<file path="config.mk">
export PLATFORM = sky130hd
export DESIGN_NAME = ram_stream_reader
export DESIGN_NICKNAME = d
export VERILOG_FILES = /design/src/rtl/ram_stream_reader.sv
export SDC_FILE = /design/constraint.sdc
export NUM_CORES = 1
export LEC_CHECK = 0
export ABC_AREA = 0
export CAP_MARGIN = 20
export CORE_MARGIN = 3
export CORE_UTILIZATION = 33
export DETAILED_ROUTE_END_ITERATION = 12
export MAX_ROUTING_LAYER = met4
export SETUP_SLACK_MARGIN = 0.2
export SKIP_CTS_REPAIR_TIMING = 1
export SYNTH_ARGS = -nofsm -noshare
export SYNTH_HDL_FRONTEND = slang
export SYNTH_SLANG_ARGS = --single-unit
</file>
<file path="constraint.sdc">
create_clock -name clk -period 5.1 [get_ports clk]
set_clock_uncertainty 0.05 [all_clocks]
set_input_delay 1.275 -clock clk [delete_from_list [all_inputs] [get_ports clk]]
set_output_delay 1.275 -clock clk [all_outputs]
set_load 0.03 [all_outputs]
</file>
<file path="src/rtl/ram_stream_reader.sv">
`default_nettype none
// ============================================================================
// Module   : ram_stream_reader
// Purpose  : Sequential read-back engine for the data RAM window. On a start
//            pulse it walks a clamped, contiguous range of the window through
//            a synchronous (1-cycle latency) read port and streams each word
//            out on a valid/ready interface. A 2-entry output FIFO absorbs the
//            read latency so one word per cycle is sustained under backpressure.
// Ports    : clk, rst (async, active-low)
//            start/offset/count  - transfer request (sampled only when idle)
//            mem_re/mem_addr     - RAM read strobe and address
//            mem_rd              - RAM read data, valid the cycle after mem_re
//            out_data/out_valid/out_ready - streamed word handshake
//            busy                - transfer in progress
//            done                - one-cycle pulse when a transfer completes
// Revision : 1.0 - initial release
// ============================================================================
module ram_stream_reader #(
  parameter int unsigned S     = 32,
  parameter int unsigned DW    = 8,
  parameter int unsigned BASE  = 31000,
  parameter int unsigned DEPTH = 30030
) (
  input  logic          clk,
  input  logic          rst,
  input  logic          start,
  input  logic [S-1:0]  offset,
  input  logic [S-1:0]  count,
  output logic          mem_re,
  output logic [S-1:0]  mem_addr,
  input  logic [DW-1:0] mem_rd,
  output logic [DW-1:0] out_data,
  output logic          out_valid,
  input  logic          out_ready,
  output logic          busy,
  output logic          done
);

  localparam logic [S-1:0] C_BASE  = S'(BASE);
  localparam logic [S-1:0] C_DEPTH = S'(DEPTH);

  typedef enum logic [1:0] {
    ST_IDLE  = 2'd0,
    ST_RUN   = 2'd1,
    ST_DRAIN = 2'd2
  } state_t;

  state_t        r_state;
  logic [S-1:0]  r_index;
  logic [S-1:0]  r_remaining;
  logic [S-1:0]  r_addr_hold;
  logic          r_inflight;
  logic          r_done;
  logic [DW-1:0] r_fifo [2];
  logic          r_wr_ptr;
  logic          r_rd_ptr;
  logic [1:0]    r_fifo_count;

  logic          w_pop;
  logic          w_issue;
  logic [S-1:0]  w_window_left;
  logic [S-1:0]  w_len;

  // Clamp the request to the window before any address arithmetic, so
  // BASE+index can never leave the window.
  always_comb begin
    w_window_left = C_DEPTH - offset;
    w_len         = '0;
    if (offset < C_DEPTH) begin
      w_len = (count < w_window_left) ? count : w_window_left;
    end
  end

  assign out_valid = (r_fifo_count != 2'd0);
  assign out_data  = r_fifo[r_rd_ptr];
  assign w_pop     = out_valid & out_ready;

  // A read may only issue if its data is guaranteed a FIFO slot when it
  // returns: current occupancy plus the word already in flight, less the
  // word leaving this cycle, must be below 2.
  assign w_issue = (r_state == ST_RUN) && (r_remaining != '0) &&
                   (({1'b0, r_fifo_count} + {2'b00, r_inflight}) <
                    (3'd2 + {2'b00, w_pop}));

  assign mem_re   = w_issue;
  assign mem_addr = w_issue ? (C_BASE + r_index) : r_addr_hold;
  assign busy     = (r_state != ST_IDLE);
  assign done     = r_done;

  always_ff @(posedge clk or negedge rst) begin
    if (!rst) begin
      r_state      <= ST_IDLE;
      r_index      <= '0;
      r_remaining  <= '0;
      r_addr_hold  <= '0;
      r_inflight   <= 1'b0;
      r_done       <= 1'b0;
      r_fifo[0]    <= '0;
      r_fifo[1]    <= '0;
      r_wr_ptr     <= 1'b0;
      r_rd_ptr     <= 1'b0;
      r_fifo_count <= 2'd0;
    end else begin
      r_done     <= 1'b0;
      r_inflight <= w_issue;

      if (w_issue) begin
        r_addr_hold <= C_BASE + r_index;
        r_index     <= r_index + 1'b1;
        r_remaining <= r_remaining - 1'b1;
      end

      // Returning read data is pushed unconditionally; the issue rule above
      // guarantees a free slot, even when full and popping in the same cycle.
      if (r_inflight) begin
        r_fifo[r_wr_ptr] <= mem_rd;
        r_wr_ptr         <= ~r_wr_ptr;
      end
      if (w_pop) begin
        r_rd_ptr <= ~r_rd_ptr;
      end
      r_fifo_count <= r_fifo_count + {1'b0, r_inflight} - {1'b0, w_pop};

      case (r_state)
        ST_IDLE: begin
          if (start) begin
            if (w_len == '0) begin
              r_done <= 1'b1;
            end else begin
              r_state     <= ST_RUN;
              r_index     <= offset;
              r_remaining <= w_len;
            end
          end
        end
        ST_RUN: begin
          if (w_issue && (r_remaining == {{(S-1){1'b0}}, 1'b1})) begin
            r_state <= ST_DRAIN;
          end
        end
        ST_DRAIN: begin
          // Finished once nothing is in flight and the last stored word leaves.
          if (!r_inflight && (r_fifo_count == 2'd1) && w_pop) begin
            r_state <= ST_IDLE;
            r_done  <= 1'b1;
          end
        end
        default: r_state <= ST_IDLE;
      endcase
    end
  end

endmodule
`default_nettype wire

</file>
==> Yosys cells after proc, flatten, opt, wreduce, memory -nomap -nowiden <==
Index checks and enable logic that the tools add are counted.
W data, S select, Z words.
{ "classes": {"n_addsub": 8, "magnitude_cmp": 6, "eq_ne": 8, "n_mux": 26, "bitwise": 5, "n_reduce_logical": 13} }
{ "ops": {"columns": ["cell", "count"], "rows": [
  ["$mux W32", 11],
  ["$add A15 B32 Y32 const A", 1],
  ["$add A32 B1 Y32 const B", 1],
  ["$eq A32 B1 Y1 const B", 1],
  ["$logic_not A32 Y1", 1],
  ["$lt A32 B15 Y1 const B", 1],
  ["$lt A32 B32 Y1", 1],
  ["$mux W8", 4],
  ["$reduce_bool A32 Y1", 1],
  ["$sub A15 B32 Y32 const A", 1],
  ["$sub A32 B1 Y32 const B", 1],
  ["$bwmux W16", 1],
  ["$demux W8 S1", 1],
  ["$mux W2", 4],
  ["$logic_and A1 B1 Y1", 6],
  ["$ne A2 B2 Y1 const B", 3],
  ["$pmux W2 S3", 1],
  ["$eq A2 B1 Y1 const B", 2],
  ["$ge A2 B2 Y1 const B", 2],
  ["$not A1 Y2", 2],
  ["$reduce_and A4 Y1", 1],
  ["$reduce_bool A2 Y1", 2],
  ["$add A2 B1 Y3", 1],
  ["$add A2 B1 Y3 const A", 1],
  ["other kinds (12)", 15]
]} }
{ "totals": {"ff_bits": 120, "input_bits": 76, "word_cells": 77} }

==> Logic depth before layout (Yosys ltp) <==
{ "depth": {"ltp_word": 9, "ltp_mapped": 21, "depth_no_buf": 17} }

==> Worst setup path before layout <==
Ideal clock, no wire load.
{ "synth_path": {"path_kind": "input-to-reg", "start": "input offset[15]", "end": "register r_index[10]", "setup_ns": 0.125, "t_arrival_ns": 5.609, "slack_ns": -0.684, "stages": 18, "path_buffers": 4, "path_cell_list": "buf_6 > nor4_1 > nand2_1 > o2bb2ai_1 > nand3_1 > or3_1 > xnor2_1 > ha_1 > nand4_1 > nor4_1 > a21o_1 > buf_2 > a31oi_1 > a2111oi_2 > a41oi_2 > buf_6 > buf_6 > mux2_4"} }
{ "synth_via": {"elab_chain_len": 8, "elab_cells_between_ends": 9, "cone_classes": "add/sub (1); order compare (2); mux (5); reduce/logical (1)"} }
{ "synth_rtl": {"columns": ["item", "line_no", "rtl"], "rows": [
  ["start: declaration", "27", "input logic [S-1:0] offset,"],
  ["$sub A15 B32 Y32", "67", "w_window_left = C_DEPTH - offset;"],
  ["$lt A32 B32 Y1", "70", "w_len = (count < w_window_left) ? count : w_window_left;"],
  ["$mux W32", "70", null],
  ["$mux W32 (*)", "69", "if (offset < C_DEPTH) begin"],
  ["$logic_not A32 Y1 (*)", "127", "if (w_len == '0) begin"],
  ["$mux W32 (*)", "127", null],
  ["$mux W32 (*)", "126", "if (start) begin"],
  ["$mux W32 (*)", "124", "case (r_state)"],
  ["end signal: assignment", "109", "r_index <= r_index + 1'b1;"],
  ["end signal: assignment", "131", "r_index <= offset;"],
  ["end: declaration", "49", "logic [S-1:0] r_index;"]
]} }
Mark *: on every way between the ends. The rest lies on a longest branch, timed or not.
A chain may end at the register's enable or synchronous reset.

==> Worst setup path in the final report <==
{ "layout_path": {"start": "input offset[1]", "end": "register r_index[7]"} }
The elaborated chain is that of the path after synthesis.

==> summary.txt <==
Status
  • Status: complete, but fails checks
  • Failing checks: setup timing

Clocking
  • Cts bufs inserted: 17
  • Reg clk slew, reported paths: 0.06 ns
  • Root buf cell: clkbuf_16
  • CTS tree: yes
  • CTS Buffer Depth: 2
  • Htree depth: 4
  • Clock Sink Count: 120
  • Clock Latency Late Sink: 0.41 ns

Pwr
  • PwrDens: 233.2 nW/um^2
  • Leak: 5.417 nW
  • VDD IR max: 0.2256 mV

Synthesis
  • Mean Syn Cell Area: 8.974 um^2
  • Post-synthesis sequential area ratio: 35.86%
  • Synth Instances: 933
  • Post-synth top area share: 35.86%
  • Number of flops mapped to enable cells by yosys: 0
  • Top cells by area, synth: dfrtp_1, xnor2_1, ha_1
  • Most common cell in the netlist: nand2_1
  • Adder-cell share of the synthesized area: 6.426%
  • Synth Area in XOR/XNOR: 12.85%
  • Netlist cell types: 74
  • Synth warnings: 0
  • Largest area contributor in the netlist: dfrtp_1
  • Syn Nets: 1052
  • Synth Register Bits: 120
  • Synth Flop Type: dfrtp_1
  • Ys async rst share: 100.0%
  • Compound-Gate Fraction of Synth Area: 10.13%
  • Mapped Area: 8373 um^2
  • Most frequent cells after synthesis: nand2_1, dfrtp_1, nor2_1, xnor2_1, xor2_1
  • Largest family of logic cells by synthesized area: simple AND/OR/NAND/NOR gates
  • Area share of and/or/nand/nor cells after synthesis: 21.62%
  • Mux cell area share after synthesis: 9.235%

Worst setup path
  • RR Endpoint: r_index[7]
  • Crit path arrival time: 5.61 ns
  • R2R cell count: 12
  • Worst R2R Setup Slack: 1.66 ns
  • Startpoint Class: input pin
  • Crit Reg-Reg Startpoint: r_remaining[4]
  • CP Cell Sequence: buf_8 > ha_4 > a311o_1 > o221ai_2 > a21oi_2 > buf_6 > nor4_4 > xor2_1 > ha_1 > nand4_1 > buf_4 > nor2_4 > a221oi_4 > nand2_2 > buf_6 > a211oi_4 > a221oi_4 > a2111oi_4 > a41oi_4 > clkbuf_16 > mux2_4
  • CP max-delay cell: a311o_1
  • Critical Path End: r_index[7]
  • Crit end category: flip-flop
  • Worst Path Required: 5.35 ns
  • Slowest stage delay, CP: 0.37 ns
  • Critical Path Source: offset[1]
  • Maximum fanout along the worst path: 12
  • Critical path class: input pin to flip-flop

Drt
  • Routed vias/inst: 5.020
  • Wire length per cell: 16.28 um
  • Routed WL: 24710 um
  • Post-route ant nets: 0
  • Total iterations of the first detailed-routing run: 5
  • # DRC: 0
  • First DRT Iteration DRCs: 374
  • Total number of vias: 7620

Global route
  • GRT Total Usage: 18.58%
  • Vias in the first global route: 7543
  • Initial antenna violation count: 0
  • Total global routing overflow: 0
  • Largest net degree at the start of global routing: 65
  • First-pass GRT wire length: 39230 um

Cells and area
  • Fill count: 2289
  • Area Growth Syn to Fin: 44.14%
  • Final nets: 1301
  • N_diodes: 0
  • Layout cells sized above 1: 28.06%
  • Final instance area: 12070 um^2

Worst hold path
  • Hold crit path type: flip-flop to flip-flop
  • WHS Path Cells: 2

Die
  • Die Area: 27320 um^2
  • Die H: 165.3 um
  • Die width: 165.3 um
  • IO Count: 120
  • Core area: 24600 um^2
  • Rows: 57
  • Initial Util: 34.03%

STA
  • Setup ws final: -0.2616 ns
  • RSZ-0062 raised after global routing: true
  • Max Fclk: 186.5 MHz
  • TNS Setup: -12.53 ns
  • Worst-Margin Slew: 0.8277 ns
  • Final Cycle Share: 105.1%
  • Setup violations, final: 64
  • Slew Limit Fails: 0
  • Slew headroom: 44.82%
  • Crit path time final: 5.362 ns
  • Final hold violations: 0

Placement
  • Port bufs: 119
  • Placed inst area: 10820 um^2
  • Final Wtd Congestion: 0.9297
  • DP HPWL: 19450 um

Flow run
  • Total of max-cap violations: 0
## where the power goes
| group | leakage [nW] | internal (mW) | switching, mW |
|---|---|---|---|
| Clock | 0.297 | 0.814 | 0.417 |
| Sequential | 1.64 | 0.971 | 0.0280 |
| Combinational | 3.48 | 0.284 | 0.301 |
| Total | 5.42 | 2.07 | 0.745 |
## kinds of logic (layout without fill, tap and decap cells)
logic type	count (synthesis)	count (layout)
AOI/OAI and AO/OA	136	136
buffers and inverters	74	335
xor gates and xnor gates	122	122
adders and majority gates	43	43
muxes	68	68
DFF	120	120
and+or+nand+nor	370	370
## flip-flops by register name, indices dropped and copies added (netlist names)
| name | cells |
|---|---|
| done | 1 |
| r_fifo_count | 2 |
| r_remaining | 32 |
| r_rd_ptr | 1 |
| r_wr_ptr | 1 |
| r_inflight | 1 |
| r_fifo | 16 |
| r_addr_hold | 32 |
| r_index | 32 |
| r_state | 2 |
## critical path, delay by kind of cell
kind | cells | cell delay, ns
muxes | 1 | 0.29
buffers and inverters | 5 | 0.80
and+or+nand+nor | 4 | 0.62
adders and majority gates | 2 | 0.42
xor gates and xnor gates | 1 | 0.24
AOI/OAI and AO/OA | 8 | 1.96
## metal layers
layer	global-route usage, %	share of wire, %	vias up
met1	25.39	48	3625
met3	2.170	3.3	21
met4	4.764	1.3	0
met5	-	0	-
met2	29.52	47	179
li1	-	-	3795
## metrics by stage
stage	setup WS [ns]	hold WS (ns)	instances	total power [mW]	utilization, %
detailed placement	-0.8993	0.4216	1459	1.576	43.99
floorplan	-0.2473	0.4133	933	1.288	-
global placement	-0.8093	0.4137	1459	1.568	43.99
CTS	-0.4667	0.4380	1490	2.818	46.47
global route	-0.4487	0.4627	1518	2.944	49.05
finish	-0.2616	0.4357	1518	2.814	49.05
## worst min path at each step
stage	start	to	slack (ns)
after global placement	r_addr_hold[0]	r_addr_hold[0]	0.41
final	r_addr_hold[0]	r_addr_hold[0]	0.44
after CTS	r_addr_hold[0]	r_addr_hold[0]	0.44
after global routing	r_fifo[14]	r_fifo[14]	0.46
after detailed placement	r_addr_hold[0]	r_addr_hold[0]	0.42
after floorplan	r_wr_ptr	r_wr_ptr	0.41
## area by class of cell
type	count	area, um^2	area share [%]
clock buffers	19	432.9	3.587
clock inverters	12	177.7	1.472
inverters	25	96.34	0.7983
multi-input cells	739	5479	45.40
flip-flops and latches	120	3003	24.88
well taps	324	405.4	3.359
repair buffers	279	2475	20.51
## cell usage in the layout, fill, tap and decap left out, drive strengths merged, types with 7 or more instances in the layout
master,netlist,routed
or3,9,9
nor3,28,28
dlymetal6s2s,0,17
nor2,77,77
clkbuf,33,23
nand2,122,122
buf,16,193
o21ai,54,54
clkinv,0,7
a21oi,35,35
dfrtp,120,120
ha,43,43
inv,25,25
mux2,41,41
nor4,29,29
xor2,53,53
mux2i,27,27
xnor2,69,69
nand4,21,21
nand3,38,38
clkdlybuf4s50,0,65
Note: power is estimated with default switching activity, not from simulation.
